===== src/rtl/spi_flash_reader.sv =====
// SPI-NOR READ (0x03) sequencer and mode-0 SPI master.
// Streams len bytes from a 24-bit flash address out over a valid/ready byte port.
module spi_flash_reader #(
   parameter int unsigned CLK_DIV = 4,
   parameter int unsigned LEN_W   = 16
) (
   input  logic             clk,
   input  logic             rst_n,
   input  logic             start,
   input  logic [23:0]      addr,
   input  logic [LEN_W-1:0] len,
   output logic             busy,
   output logic [7:0]       rd_data,
   output logic             rd_valid,
   input  logic             rd_ready,
   output logic             done,
   output logic             cs_n,
   output logic             sck,
   output logic             mosi,
   input  logic             miso
);

   localparam int unsigned    DIV_W    = (CLK_DIV > 1) ? $clog2(CLK_DIV) : 1;
   localparam logic [DIV_W-1:0] DIV_LAST = DIV_W'(CLK_DIV - 1);
   localparam logic [7:0]     CMD_READ = 8'h03;

   typedef enum logic [2:0] {
      S_IDLE, S_SETUP, S_CMD, S_ADDR, S_DATA, S_STALL, S_HOLD, S_FIN
   } state_e;

   state_e           state_q;
   logic [DIV_W-1:0] div_q;
   logic [4:0]       bit_q;
   logic [30:0]      tx_q;
   logic [7:0]       rx_q;
   logic [LEN_W-1:0] cnt_q;
   logic             busy_q, done_q, rd_valid_q, cs_n_q, sck_q, mosi_q;
   logic [7:0]       rd_data_q;

   logic div_last, slot_free, last_byte;

   assign div_last  = (div_q == DIV_LAST);
   assign slot_free = !rd_valid_q || rd_ready;
   assign last_byte = (cnt_q == LEN_W'(1));

   // tx_q holds the command/address bits still to go out after the one on mosi.
   always_ff @(posedge clk or negedge rst_n) begin
      if (!rst_n) begin
         state_q    <= S_IDLE;
         div_q      <= '0;
         bit_q      <= '0;
         tx_q       <= '0;
         rx_q       <= '0;
         cnt_q      <= '0;
         busy_q     <= 1'b0;
         done_q     <= 1'b0;
         rd_valid_q <= 1'b0;
         rd_data_q  <= '0;
         cs_n_q     <= 1'b1;
         sck_q      <= 1'b0;
         mosi_q     <= 1'b0;
      end else begin
         done_q <= 1'b0;
         if (rd_valid_q && rd_ready) rd_valid_q <= 1'b0;

         case (state_q)
            S_IDLE: begin
               // A start coinciding with the done pulse is deliberately dropped.
               if (start && !done_q) begin
                  if (len != '0) begin
                     tx_q    <= {CMD_READ[6:0], addr};
                     mosi_q  <= CMD_READ[7];
                     cnt_q   <= len;
                     cs_n_q  <= 1'b0;
                     busy_q  <= 1'b1;
                     div_q   <= '0;
                     state_q <= S_SETUP;
                  end else begin
                     done_q <= 1'b1;
                  end
               end
            end

            S_SETUP: begin
               if (div_last) begin
                  div_q   <= '0;
                  sck_q   <= 1'b1;
                  bit_q   <= '0;
                  state_q <= S_CMD;
               end else begin
                  div_q <= div_q + DIV_W'(1);
               end
            end

            S_CMD, S_ADDR, S_DATA: begin
               if (!div_last) begin
                  div_q <= div_q + DIV_W'(1);
               end else if (sck_q) begin
                  div_q  <= '0;
                  sck_q  <= 1'b0;
                  mosi_q <= tx_q[30];
                  tx_q   <= {tx_q[29:0], 1'b0};
               end else begin
                  div_q <= '0;
                  if (state_q == S_CMD) begin
                     sck_q <= 1'b1;
                     if (bit_q == 5'd7) begin
                        bit_q   <= '0;
                        state_q <= S_ADDR;
                     end else begin
                        bit_q <= bit_q + 5'd1;
                     end
                  end else if (state_q == S_ADDR) begin
                     sck_q <= 1'b1;
                     if (bit_q == 5'd23) begin
                        bit_q   <= '0;
                        rx_q    <= {rx_q[6:0], miso};
                        state_q <= S_DATA;
                     end else begin
                        bit_q <= bit_q + 5'd1;
                     end
                  end else if (bit_q != 5'd7) begin
                     sck_q <= 1'b1;
                     bit_q <= bit_q + 5'd1;
                     rx_q  <= {rx_q[6:0], miso};
                  end else if (slot_free) begin
                     rd_data_q  <= rx_q;
                     rd_valid_q <= 1'b1;
                     cnt_q      <= cnt_q - LEN_W'(1);
                     if (last_byte) begin
                        state_q <= S_HOLD;
                     end else begin
                        sck_q <= 1'b1;
                        bit_q <= '0;
                        rx_q  <= {rx_q[6:0], miso};
                     end
                  end else begin
                     state_q <= S_STALL;
                  end
               end
            end

            // Bus frozen with sck low until the consumer frees the output slot.
            S_STALL: begin
               if (rd_ready) begin
                  rd_data_q  <= rx_q;
                  rd_valid_q <= 1'b1;
                  cnt_q      <= cnt_q - LEN_W'(1);
                  div_q      <= '0;
                  if (last_byte) begin
                     state_q <= S_HOLD;
                  end else begin
                     sck_q   <= 1'b1;
                     bit_q   <= '0;
                     rx_q    <= {rx_q[6:0], miso};
                     state_q <= S_DATA;
                  end
               end
            end

            S_HOLD: begin
               if (div_last) begin
                  cs_n_q  <= 1'b1;
                  state_q <= S_FIN;
               end else begin
                  div_q <= div_q + DIV_W'(1);
               end
            end

            S_FIN: begin
               if (!rd_valid_q) begin
                  done_q  <= 1'b1;
                  busy_q  <= 1'b0;
                  state_q <= S_IDLE;
               end
            end

            default: state_q <= S_IDLE;
         endcase
      end
   end

   assign busy     = busy_q;
   assign done     = done_q;
   assign rd_valid = rd_valid_q;
   assign rd_data  = rd_data_q;
   assign cs_n     = cs_n_q;
   assign sck      = sck_q;
   assign mosi     = mosi_q;

endmodule

===== config.mk =====
export PLATFORM = sky130hd
export DESIGN_NAME = spi_flash_reader
export DESIGN_NICKNAME = d
export VERILOG_FILES = /design/src/rtl/spi_flash_reader.sv
export SDC_FILE = /design/constraint.sdc
export NUM_CORES = 1
export LEC_CHECK = 0
export BUFFER_PORTS_ARGS = -buffer_cell sky130_fd_sc_hd__buf_2
export CORE_MARGIN = 8
export CORE_UTILIZATION = 40
export DETAILED_ROUTE_END_ITERATION = 16
export SYNTH_ARGS = -nofsm -noshare
export SYNTH_HDL_FRONTEND = slang
export SYNTH_SLANG_ARGS = --single-unit

===== constraint.sdc =====
create_clock -name clk -period 3.1 [get_ports clk]
set_clock_uncertainty 0.1 [all_clocks]
set_input_delay 0.465 -clock clk [delete_from_list [all_inputs] [get_ports clk]]
set_output_delay 0.465 -clock clk [all_outputs]
set_load 0.01 [all_outputs]

# Word level (Yosys, flattened, before mapping)

Cells that the tools add are included.

Flip-flop bits (word level): 79
Input bits: 45
Output and inout port bits: 14

Add/subtract/negate cells: 3
Eq/ne operators: 34
Muxes and demuxes: 102
Reductions and logical operators: 26

Operator list:

| kind                                                                    | count |
|---|---|
| 16-bit 2-to-1 mux                                                       | 9 |
| 8-bit 2-to-1 mux                                                        | 16 |
| 31-bit 2-to-1 mux                                                       | 4 |
| 31-bit case mux with 2 select lines                                     | 1 |
| 5-bit 2-to-1 mux                                                        | 11 |
| 16-bit case mux with 3 select lines                                     | 1 |
| 3-bit 2-to-1 mux                                                        | 15 |
| 8-bit case mux with 2 select lines                                      | 2 |
| 2-bit inequality test (second input constant)                           | 15 |
| 1-bit 2-to-1 mux                                                        | 28 |
| 3-bit case mux with 6 select lines                                      | 1 |
| 16-bit by 1-bit equality test with 1-bit output (second input constant) | 1 |
| 16-bit nonzero test                                                     | 1 |
| 16-bit by 1-bit subtractor with 16-bit output (second input constant)   | 1 |
| 5-bit case mux with 3 select lines                                      | 1 |
| 5-bit AND reduction                                                     | 3 |
| 3-bit equality test (second input constant)                             | 4 |
| 2-bit 2-to-1 mux                                                        | 6 |
| 4-bit inequality test (second input constant)                           | 3 |
| 12-bit AND reduction                                                    | 1 |
| 5-bit inequality test (second input constant)                           | 2 |
| 1-bit case mux with 2 select lines                                      | 5 |
| 10-bit AND reduction                                                    | 1 |
| 2-bit case mux with 4 select lines                                      | 1 |
| 23 further kinds                                                        | 32 |

# Depth between registers and ports, before layout

Depth in word-level cells: 9
Gate-level depth with buffers: 8
Mapped depth without buffers: 7

# Least setup slack after synthesis

OpenSTA, ideal clock, no wires.

Kind: register -> register
Start: reg cnt_q[9]
End: reg rx_q[0]
Setup time: 0.125 ns
Arrival: 2.359 ns
Setup slack: 0.517 ns
Stages on the path, launching flop included: 8
Period minus slack after synthesis: 2.583 ns
Path through: dfrtp_1 > or4_1 > buf_2 > or4_1 > buf_2 > a21boi_4 > o21ai_4 > mux2_2

Cells in the longest elaborated chain, start to end: 9
Elaborated cells on any way between the ends: 10

Ends and longest elaborated chain:

| element                                             | RTL line | source |
|---|---|---|
| start, declared                                     | 36       | `logic [LEN_W-1:0] cnt_q;` |
| start signal, assigned                              | 73       | `cnt_q <= len;` |
| start signal, assigned                              | 129      | `cnt_q <= cnt_q - LEN_W'(1);` |
| start signal, assigned                              | 148      | `cnt_q <= cnt_q - LEN_W'(1);` |
| 16-bit by 1-bit equality test with 1-bit output (*) | 44       | `assign last_byte = (cnt_q == LEN_W'(1));` |
| 8-bit 2-to-1 mux (*)                                | -        |  |
| 8-bit 2-to-1 mux (6 in series)                      | -        |  |
| 8-bit case mux with 2 select lines (*)              | -        |  |
| end signal, assigned                                | 117      | `rx_q <= {rx_q[6:0], miso};` |
| end signal, assigned                                | 125      | `rx_q <= {rx_q[6:0], miso};` |
| end signal, assigned                                | 135      | `rx_q <= {rx_q[6:0], miso};` |
| end, declared                                       | 35       | `logic [7:0] rx_q;` |

Every way passes the cells marked *; elsewhere a longest branch is shown, timed or not. The select of a mux whose other input is x is not followed.
A chain may end at the register's enable or synchronous reset.

# Final worst setup path

Start: reg cnt_q[8]
End: reg rx_q[2]

The elaborated chain is that of the path after synthesis.

==> impl_metrics.py <==
metrics = {
    "global_routing": {
        "first_global_vias": 3819,
        "antenna_found_initial": 0,
        "grt_start_max_net_pins": 80,
        "grt_pass1_wl_um": 18700,
        "grt_util_all_layers_pct": 15.4,
        "grt-ovfl-total": 0,
    },
    "power": {
        "powerDensity_nw_per_um2": 374,
        "peakVddDrop_mv": 0.185,
        "p_leak_nw": 2.55,
    },
    "synthesis": {
        "yosysTopAreaCell": "dfrtp_1",
        "yosysWarnings": 0,
        "synth-seq-area-share_pct": 44.7,
        "async_flop_share_pct": 100,
        "ys_seq_elements": 79,
        "synth_top_flop_cell": "dfrtp_1",
        "synthesis.area_um2": 4420,
        "synth_cell_types": 64,
        "synth_nets": 530,
        "syn_avg_cell_area_um2": 9.20,
        "ys_top_cells_by_area": "dfrtp_1 (44%), mux2_2 (11%), nand2_1 (8.0%)",
        "netlist_instances": 481,
        "synth_top_area_share_pct": 44.1,
        "synth-edff-count": 0,
    },
    "sta": {
        "max_slew_margin_pct": 34.2,
        "fin_crit_ps": 2780,
        "fmax_mhz": 360,
        "tightest_slew_ps": 987,
        "rsz0062_at_grt": "no",
        "slew_viol_final": 0,
        "fin_tns_setup_ps": 0,
        "hold_viol": 0,
        "finalSetupViolCount": 0,
        "hold_ws_ps": 154,
        "finalCritPeriodShare_pct": 89.7,
    },
    "worst_setup_path": {
        "cp-end-kind": "flop",
        "worstPathArrival_ps": 2920,
        "cp_max_fo": 8,
        "crit_type": "reg -> reg",
        "critPathRequiredTime_ps": 3240,
        "r2r_cells": 5,
        "critPathLaunchType": "flop",
    },
    "hold_path": {
        "hold_path_class": "in -> async",
    },
    "clock_tree": {
        "h-tree-depth": 3,
        "clk_latency_ps": 360,
        "cts_num_sinks": 79,
        "cts_root_buf": "clkbuf_8",
        "cts_hold_buf": 0,
        "numCtsBuffers": 9,
        "clk_path_buf_depth": 2,
        "clkTransAtPathRegs_ps": 80,
        "postCtsSetupBuffers": 0,
        "cts_tree": "built",
        "cts_resized": 0,
    },
    "drt": {
        "drc_errors": 0,
        "viasPerCell": 5.62,
        "vias": 3836,
        "wl_per_cell_um": 15.9,
        "first_iter_violations": 276,
        "first_pass_iters": 5,
        "finalWirelength_um": 10900,
        "ant_nets": 0,
    },
    "placement": {
        "hpwl_um": 7800,
        "io_buffers": 58,
        "place_congestion": 0.894,
    },
    "die": {
        "die-height_um": 121,
        "start_util_pct": 41.0,
        "rows": 38,
        "fp.dieW_um": 121,
        "die_area_um2": 14700,
        "core_um2": 10800,
        "ioPinCount": 59,
    },
    "cells_and_area": {
        "nets": 588,
        "syn2layout_area_growth_pct": 15.9,
        "antenna_cells": 0,
        "final_layout_size_suffix_gt1_share_pct": 25.2,
    },
    "job": {
        "maxCapViolCount": 0,
    },
    "run_status": {
        "status": "finished clean",
    },
}
-- state kept, by name (all words and copies together) (netlist names), 2 cells and up --
| name | cells |
|---|---|
| bit_q | 5 |
| cnt_q | 16 |
| div_q | 2 |
| rd_data | 8 |
| rx_q | 8 |
| state_q | 3 |
| tx_q | 31 |
-- metrics by stage --
step / power (mW) / utilization [%] / cells / instance area [um^2] / setup WS (ps)
2_1_floorplan: 1.05 / - / 481 / 4420 / 517
3_3_place_gp: 1.11 / 45.5 / 668 / 4910 / 361
3_5_place_dp: 1.11 / 45.5 / 668 / 4910 / 329
4_1_cts: 1.95 / 47.5 / 683 / 5130 / 326
5_1_grt: 1.99 / 47.5 / 683 / 5130 / 210
6_report: 1.92 / 47.5 / 683 / 5130 / 320
-- per-layer routing --
metal	vias up	track usage (%)	part of all wire, %
met5	-	0	0
met3	17	2.98	5.5
met4	0	5.86	1.6
met2	121	24.1	47
met1	1868	20.7	45
li1	1830	-	-
-- cells in the mapped netlist (5+ instances only) --
master and n:
nand2_1 94, dfrtp_1 78, mux2_2 42, nor2_1 31
a21oi_1 24, o21ai_0 23, clkbuf_1 20, nor3_1 17
inv_1 16, a31oi_1 10, nand3_1 9, mux2i_1 8
nand2b_1 8, o31ai_1 8, nor2b_1 6, a22oi_1 5
nor4_1 5
-- report_power, final --
part / leakage, nW / internal, mW / switching (mW)
Sequential: 1.07 / 1.03 / 0
Combinational: 1.38 / 0.0213 / 0.0334
Clock: 0.0986 / 0.451 / 0.382
-- final cells by class --
type	instances	area [um^2]
Fill cell	1043	5670
Multi-Input combinational cell	361	2290
Clock inverter	5	83.8
Timing Repair Buffer	72	410
Clock buffer	10	128
Tap cell	140	175
Inverter	16	60.1
Sequential cell	79	1980
-- cell families (layout without fill, tap and decap cells) --
family                     after synthesis  in the layout  share of synthesized area [%]
and+or+nand+nor                        198            198                           21.0
AOI/OAI and AO/OA                      104            104                           16.0
DFF                                     79             79                           44.7
muxes                                   51             51                           12.8
buffers and inverters                   41            103                           3.56
adders and majority gates                5              5                           1.36
xor gates and xnor gates                 3              3                          0.594
-- worst max-delay path: stages, from the launching register on --
cell and delay (ps):
dfrtp_1 400, or4_1 630, or4_1 700, a21boi_4 200, o21ai_4 260, mux2_2 370
-- cell usage in the layout, fill, tap and decap left out, drive strengths merged, types with 6 or more instances in the layout --
cell,instances
a31oi,10
nor2b,6
clkbuf,10
o21ai,24
o31ai,8
nand2b,8
inv,16
nand3,9
mux2,43
dfrtp,78
a21oi,24
mux2i,8
nand2,94
nor3,17
nor2,31
buf,72
-- final timing paths --
| kind | start | end | slack [ps] |
|---|---|---|---|
| max | cnt_q[8]$_DFFE_PN0P_ | rx_q[2]$_DFFE_PN0P_ | 320 |
| min | rst_n | cnt_q[3]$_DFFE_PN0P_ | 150 |
| max reg2reg | cnt_q[8]$_DFFE_PN0P_ | rx_q[2]$_DFFE_PN0P_ | 320 |
| min reg2reg | rd_data[0]$_DFFE_PN0P_ | rd_data[0]$_DFFE_PN0P_ | 400 |
| max in group asynchronous | rst_n | state_q[0]$_DFFE_PN0P_ | 2090 |
| min in group clk | miso | rx_q[0]$_DFFE_PN0P_ | 260 |
Power figures use the tool's default switching activity.
